File: config.mk
export PLATFORM = sky130hd
export DESIGN_NAME = fifo_access_ctrl
export DESIGN_NICKNAME = d
export VERILOG_FILES = /design/src/rtl/fifo_access_ctrl.sv
export SDC_FILE = /design/constraint.sdc
export NUM_CORES = 1
export LEC_CHECK = 0
export ABC_AREA = 1
export BUFFER_PORTS_ARGS = -buffer_cell sky130_fd_sc_hd__buf_2
export CAP_MARGIN = 20
export CORE_MARGIN = 3
export CORE_UTILIZATION = 55
export DETAILED_ROUTE_END_ITERATION = 10
export PLACE_DENSITY = 0.86
export SLEW_MARGIN = 40
export SYNTH_ARGS = -nofsm -noshare
export SYNTH_HDL_FRONTEND = slang
export SYNTH_SLANG_ARGS = --single-unit
File: constraint.sdc
create_clock -name clk_main_a0 -period 3.7 [get_ports clk_main_a0]
set_clock_uncertainty 0.15 [all_clocks]
set_input_delay 0.37 -clock clk_main_a0 [delete_from_list [all_inputs] [get_ports clk_main_a0]]
set_output_delay 0.37 -clock clk_main_a0 [all_outputs]
set_load 0.01 [all_outputs]
File: src/rtl/fifo_access_ctrl.sv
// Host access controller for the CL<->user-logic FIFO pair: registered write path,
// four-state read FSM with bounded empty-FIFO polling, and a status/drop-count register.
module fifo_access_ctrl #(
  parameter int unsigned DATA_W      = 32,
  parameter logic [31:0] FIFO_ADDR   = 32'h0000_0520,
  parameter logic [31:0] STATUS_ADDR = 32'h0000_0524,
  parameter int unsigned RD_LAT      = 1,
  parameter int unsigned TIMEOUT_CYC = 256
) (
  input  logic              clk_main_a0,
  input  logic              rst_main_n_sync,
  input  logic              wr_req,
  input  logic [31:0]       wr_addr,
  input  logic [DATA_W-1:0] wr_data,
  output logic              wr_ack,
  output logic [1:0]        wr_resp,
  input  logic              rd_req,
  input  logic [31:0]       rd_addr,
  output logic              rd_valid,
  input  logic              rd_ready,
  output logic [DATA_W-1:0] rd_data,
  output logic [1:0]        rd_resp,
  output logic              tx_wr,
  output logic [DATA_W-1:0] tx_din,
  input  logic              tx_full,
  output logic              rx_rd,
  input  logic [DATA_W-1:0] rx_dout,
  input  logic              rx_empty
);

  typedef enum logic [1:0] {StIdle, StPoll, StWait, StResp} state_e;

  localparam logic [1:0]  RespOkay   = 2'b00;
  localparam logic [1:0]  RespSlverr = 2'b10;
  localparam logic [1:0]  RespDecerr = 2'b11;
  localparam logic [15:0] ToLast     = 16'(TIMEOUT_CYC - 1);
  localparam logic [2:0]  LatLast    = 3'(RD_LAT);

  // ---------------- write path ----------------
  logic              w_wr_fifo, w_wr_stat, w_wr_push, w_wr_drop;
  logic [1:0]        w_wr_resp;
  logic              r_tx_wr, r_wr_ack;
  logic [1:0]        r_wr_resp;
  logic [DATA_W-1:0] r_tx_din;
  logic [15:0]       r_drop_cnt;

  assign w_wr_fifo = wr_req && (wr_addr == FIFO_ADDR);
  assign w_wr_stat = wr_req && (wr_addr == STATUS_ADDR);
  assign w_wr_push = w_wr_fifo && !tx_full;
  assign w_wr_drop = w_wr_fifo && tx_full;

  always_comb begin
    w_wr_resp = RespDecerr;
    if (w_wr_drop) begin
      w_wr_resp = RespSlverr;
    end else if (w_wr_fifo || w_wr_stat) begin
      w_wr_resp = RespOkay;
    end
  end

  always_ff @(posedge clk_main_a0 or negedge rst_main_n_sync) begin
    if (!rst_main_n_sync) begin
      r_tx_wr    <= 1'b0;
      r_tx_din   <= '0;
      r_wr_ack   <= 1'b0;
      r_wr_resp  <= RespOkay;
      r_drop_cnt <= '0;
    end else begin
      r_tx_wr   <= w_wr_push;
      r_wr_ack  <= wr_req;
      r_wr_resp <= wr_req ? w_wr_resp : RespOkay;
      if (w_wr_push) begin
        r_tx_din <= wr_data;
      end
      // A status write clears the counter even if a drop is reported in the same cycle.
      if (w_wr_stat) begin
        r_drop_cnt <= '0;
      end else if (w_wr_drop && (r_drop_cnt != 16'hFFFF)) begin
        r_drop_cnt <= r_drop_cnt + 16'd1;
      end
    end
  end

  assign tx_wr   = r_tx_wr;
  assign tx_din  = r_tx_din;
  assign wr_ack  = r_wr_ack;
  assign wr_resp = r_wr_resp;

  // ---------------- read path ----------------
  state_e            r_state, w_state_nxt;
  logic [2:0]        r_lat_cnt, w_lat_nxt;
  logic [15:0]       r_to_cnt, w_to_nxt;
  logic [DATA_W-1:0] r_rd_data, w_rd_data_nxt;
  logic [1:0]        r_rd_resp, w_rd_resp_nxt;
  logic              r_rx_rd, w_rx_rd_nxt;
  logic [DATA_W-1:0] w_status, w_dead;

  always_comb begin
    w_status        = '0;
    w_status[31:0]  = {r_drop_cnt, 14'b0, rx_empty, tx_full};
    w_dead          = '0;
    w_dead[31:0]    = 32'hDEAD_0000;
  end

  always_comb begin
    w_state_nxt   = r_state;
    w_lat_nxt     = r_lat_cnt;
    w_to_nxt      = r_to_cnt;
    w_rd_data_nxt = r_rd_data;
    w_rd_resp_nxt = r_rd_resp;
    w_rx_rd_nxt   = 1'b0;
    unique case (r_state)
      StIdle: begin
        if (rd_req) begin
          if (rd_addr == FIFO_ADDR) begin
            if (!rx_empty) begin
              w_rx_rd_nxt = 1'b1;
              w_lat_nxt   = '0;
              w_state_nxt = StWait;
            end else begin
              w_to_nxt    = '0;
              w_state_nxt = StPoll;
            end
          end else if (rd_addr == STATUS_ADDR) begin
            w_rd_data_nxt = w_status;
            w_rd_resp_nxt = RespOkay;
            w_state_nxt   = StResp;
          end else begin
            w_rd_data_nxt = '0;
            w_rd_resp_nxt = RespDecerr;
            w_state_nxt   = StResp;
          end
        end
      end
      StPoll: begin
        // Data arriving on the last poll cycle still beats the timeout.
        if (!rx_empty) begin
          w_rx_rd_nxt = 1'b1;
          w_lat_nxt   = '0;
          w_state_nxt = StWait;
        end else if (r_to_cnt == ToLast) begin
          w_rd_data_nxt = w_dead;
          w_rd_resp_nxt = RespSlverr;
          w_state_nxt   = StResp;
        end else begin
          w_to_nxt = r_to_cnt + 16'd1;
        end
      end
      StWait: begin
        if (r_lat_cnt == LatLast) begin
          w_rd_data_nxt = rx_dout;
          w_rd_resp_nxt = RespOkay;
          w_state_nxt   = StResp;
        end else begin
          w_lat_nxt = r_lat_cnt + 3'd1;
        end
      end
      StResp: begin
        if (rd_ready) begin
          w_state_nxt = StIdle;
        end
      end
      default: w_state_nxt = StIdle;
    endcase
  end

  always_ff @(posedge clk_main_a0 or negedge rst_main_n_sync) begin
    if (!rst_main_n_sync) begin
      r_state   <= StIdle;
      r_lat_cnt <= '0;
      r_to_cnt  <= '0;
      r_rd_data <= '0;
      r_rd_resp <= RespOkay;
      r_rx_rd   <= 1'b0;
    end else begin
      r_state   <= w_state_nxt;
      r_lat_cnt <= w_lat_nxt;
      r_to_cnt  <= w_to_nxt;
      r_rd_data <= w_rd_data_nxt;
      r_rd_resp <= w_rd_resp_nxt;
      r_rx_rd   <= w_rx_rd_nxt;
    end
  end

  assign rd_valid = (r_state == StResp);
  assign rd_data  = r_rd_data;
  assign rd_resp  = r_rd_resp;
  assign rx_rd    = r_rx_rd;

endmodule

==> key figures <==
Floorplan
  • Die height: 112 µm
  • Num ports: 207
  • Die X: 112 µm
  • Starting Density: 56.7%
  • Row count: 38
  • Die area: 12600 µm²
  • CORE AREA: 10900 µm²

Global routing
  • Grt total ovfl: 0
  • Initial antenna violation count: 0
  • First-pass GRT wire length: 26900 µm
  • GRT Total Usage: 25.5%
  • Number of global-route vias before repair: 5696
  • Largest net degree at the start of global routing: 62

Timing
  • RSZ-0062 raised after global routing: no
  • Final hold viol count: 0
  • Sum Neg Setup Slack: 0 ns
  • Final count of negative-setup-slack endpoints: 0
  • Max-slew violations: 0
  • Tmin final: 2.48 ns
  • Final period utilization: 67.0%
  • Worst-Margin Slew: 0.785 ns
  • Fmax: 0.404 GHz
  • Slew headroom: 47.6%

Synth
  • Ys async rst share: 100%
  • Post-synth EDFFs: 0
  • YS warnings: 0
  • Area share of fa/ha/maj cells after synthesis: 1.61%
  • Xor-xnor portion of the synthesized cell area: 2.12%
  • Post-synthesis sequential area ratio: 43.6%
  • Primary FF master, synth: dfrtp_1
  • Mux cell area share after synthesis: 0%
  • Syn Inst Count: 869
  • Post-synthesis simple-gate area fraction: 40.7%
  • Syn nets: 1012
  • Compound-Gate Fraction of Synth Area: 4.70%
  • Post-synthesis cell area: 6200 µm²
  • Syn Area/Cell: 7.13 µm²
  • Netlist cell types: 38
  • Combinational family with the most area after synthesis: simple AND/OR/NAND/NOR gates
  • FF+latch count, synth: 108

Detailed routing
  • ANT nets after route: 0
  • Routed wire length: 16300 µm
  • DRT Pass-1 Iters: 5
  • Initial DRC Count: 536
  • WL per Instance: 13.6 µm
  • Residual DRC count: 0
  • Vias: 6216
  • Via-to-Cell Ratio: 5.17

Clocking
  • Clock sinks: 108
  • Max H-tree Level: 3
  • CTS tree: yes
  • Clock-pin slew on the worst setup and hold paths: 0.09 ns
  • Latest clock arrival within the worst-skew pair: 0.35 ns
  • Maximum root-to-sink buffer count: 2
  • Cts bufs inserted: 9
  • CTS Root Cell: clkbuf_16

Critical path
  • Crit path DAT: 2.58 ns
  • Worst reg2reg path depth: 7
  • Peak fanout along the critical path: 50
  • Worst EP required: 3.80 ns
  • Critical Path Sink Type: flop
  • Worst setup SP type: flop
  • Classification of the worst setup path: flop to flop

Finish
  • Storage element area: 2700 µm²
  • Commonest non-fill, non-tap cell in the layout: nand2_1
  • Fillers: 943
  • Commonest non-fill, non-tap cells in the layout: nand2_1 (336), buf_2 (205), nor2_1 (109)
  • Multi-input logic area: 3060 µm²
  • Layout Nets: 1200
  • Final core utilization: 69.2%
  • # diodes: 0
  • Synth-to-Final Area Change: 22.0%
  • Fraction of layout cells with a size suffix above 1: 24.6%

Outcome
  • Status: complete, no violations

Hold path
  • Worst hold path depth: 3
  • Worst Hold Class: input port to flop

Place
  • HPWL after DPL: 12100 µm
  • IO Port Bufs: 206
  • Gpl congestion: 0.908

Power and ir drop
  • Static Leak: 0.00427 µW
  • Power Density: 499 nW/µm²
  • Max VDD drop: 337 µV
  • Final Total Pwr: 3770 µW

Job
  • Max-cap violations: 0
[sequential cells by signal, summed over array words and instances, names as in the netlist]
signal and flops:
rx_rd 1, wr_resp 2, r_lat_cnt 3, tx_din 32, r_drop_cnt 16, rd_resp 2
r_state 2, r_to_cnt 16, wr_ack 1, rd_data 32, tx_wr 1
[logic make-up (layout without fill, tap and decap cells)]
family          count (synthesis)  after routing
buf+inv                        97            290
xor+xnor                       15             15
fa+ha+maj                       8              8
compound gates                 51             51
flops                         108            108
simple gates                  590            590
[cells in the mapped netlist (4+ instances only)]
cell type	number	share of area, %
xor2_1	13	1.8
clkbuf_1	7	0.42
nand2_2	12	1.2
nor3_1	5	0.40
o21ai_1	16	1.3
nand3_1	93	7.5
o21ai_0	8	0.65
dfrtp_1	108	44
buf_2	16	1.3
nand2_1	336	20
inv_1	58	3.5
nand3b_1	7	0.85
buf_6	5	0.91
buf_4	4	0.48
nand4_1	10	1.0
nor2_1	110	6.7
a21oi_1	22	1.8
ha_1	8	1.6
[metal layers]
metal / share of wire [%] / vias to the layer above / global-route usage (%)
li1: - / 3106 / -
met1: 42 / 2846 / 34.4
met2: 49 / 234 / 43.1
met3: 6.6 / 30 / 3.99
met4: 2.2 / 0 / 7.05
met5: 0 / - / 0
[worst paths after layout]
| path | start | slack [ns] | to |
|---|---|---|---|
| worst max-delay path | r_state[1]$_DFFE_PN0P_ | 1.22 | rd_data[15]$_DFFE_PN0P_ |
| worst min-delay path | wr_data[28] | 0.06 | tx_din[28]$_DFFE_PN0P_ |
| worst max register to register | r_state[1]$_DFFE_PN0P_ | 1.22 | rd_data[15]$_DFFE_PN0P_ |
| worst min register to register | tx_din[14]$_DFFE_PN0P_ | 0.33 | tx_din[14]$_DFFE_PN0P_ |
| max in group asynchronous | rst_main_n_sync | 2.23 | r_drop_cnt[10]$_DFFE_PN0P_ |
| min in group asynchronous | rst_main_n_sync | 0.40 | r_to_cnt[9]$_DFFE_PN0P_ |
[critical path, stage by stage (launching register included)]
cell      delay (ns)
dfrtp_1         0.44
inv_1           0.09
ha_1            0.31
clkinv_2        0.23
nor2_1          0.09
nor3_2          0.26
nand3_4         0.46
o21ai_1         0.32
[repair_timing]
item	4_1_cts	5_1_grt
hold endpoints to repair	59	0
hold buffers	1	0
setup buffers	0	0
resized for setup	0	0
[cell type report]
type	instances	share of cell area, %
multi-input cells	664	40.4
flip-flops and latches	108	35.7
repair buffers	210	14.1
inverters	64	3.21
clock buffers	9	2.98
well taps	140	2.32
clock inverters	7	1.21
[stage by stage]
stage	hold WS (ns)	instances	instance area (µm²)	worst slack, ns
6_report	0.0587	1202	7560	1.22
5_1_grt	0.0489	1202	7560	1.01
4_1_cts	0.0532	1202	7560	1.23
3_5_place_dp	0.309	1185	7230	1.26
3_3_place_gp	0.306	1185	7220	1.05
2_1_floorplan	-0.0756	869	6200	1.81
[report_power, final]
part / leakage [µW] / switching (µW) / internal (µW)
clock network: 0.000152 / 503 / 490
registers: 0.00148 / 78.3 / 1300
logic: 0.00264 / 985 / 419
total: 0.00427 / 1570 / 2210
(Power assumes the default switching activity.)
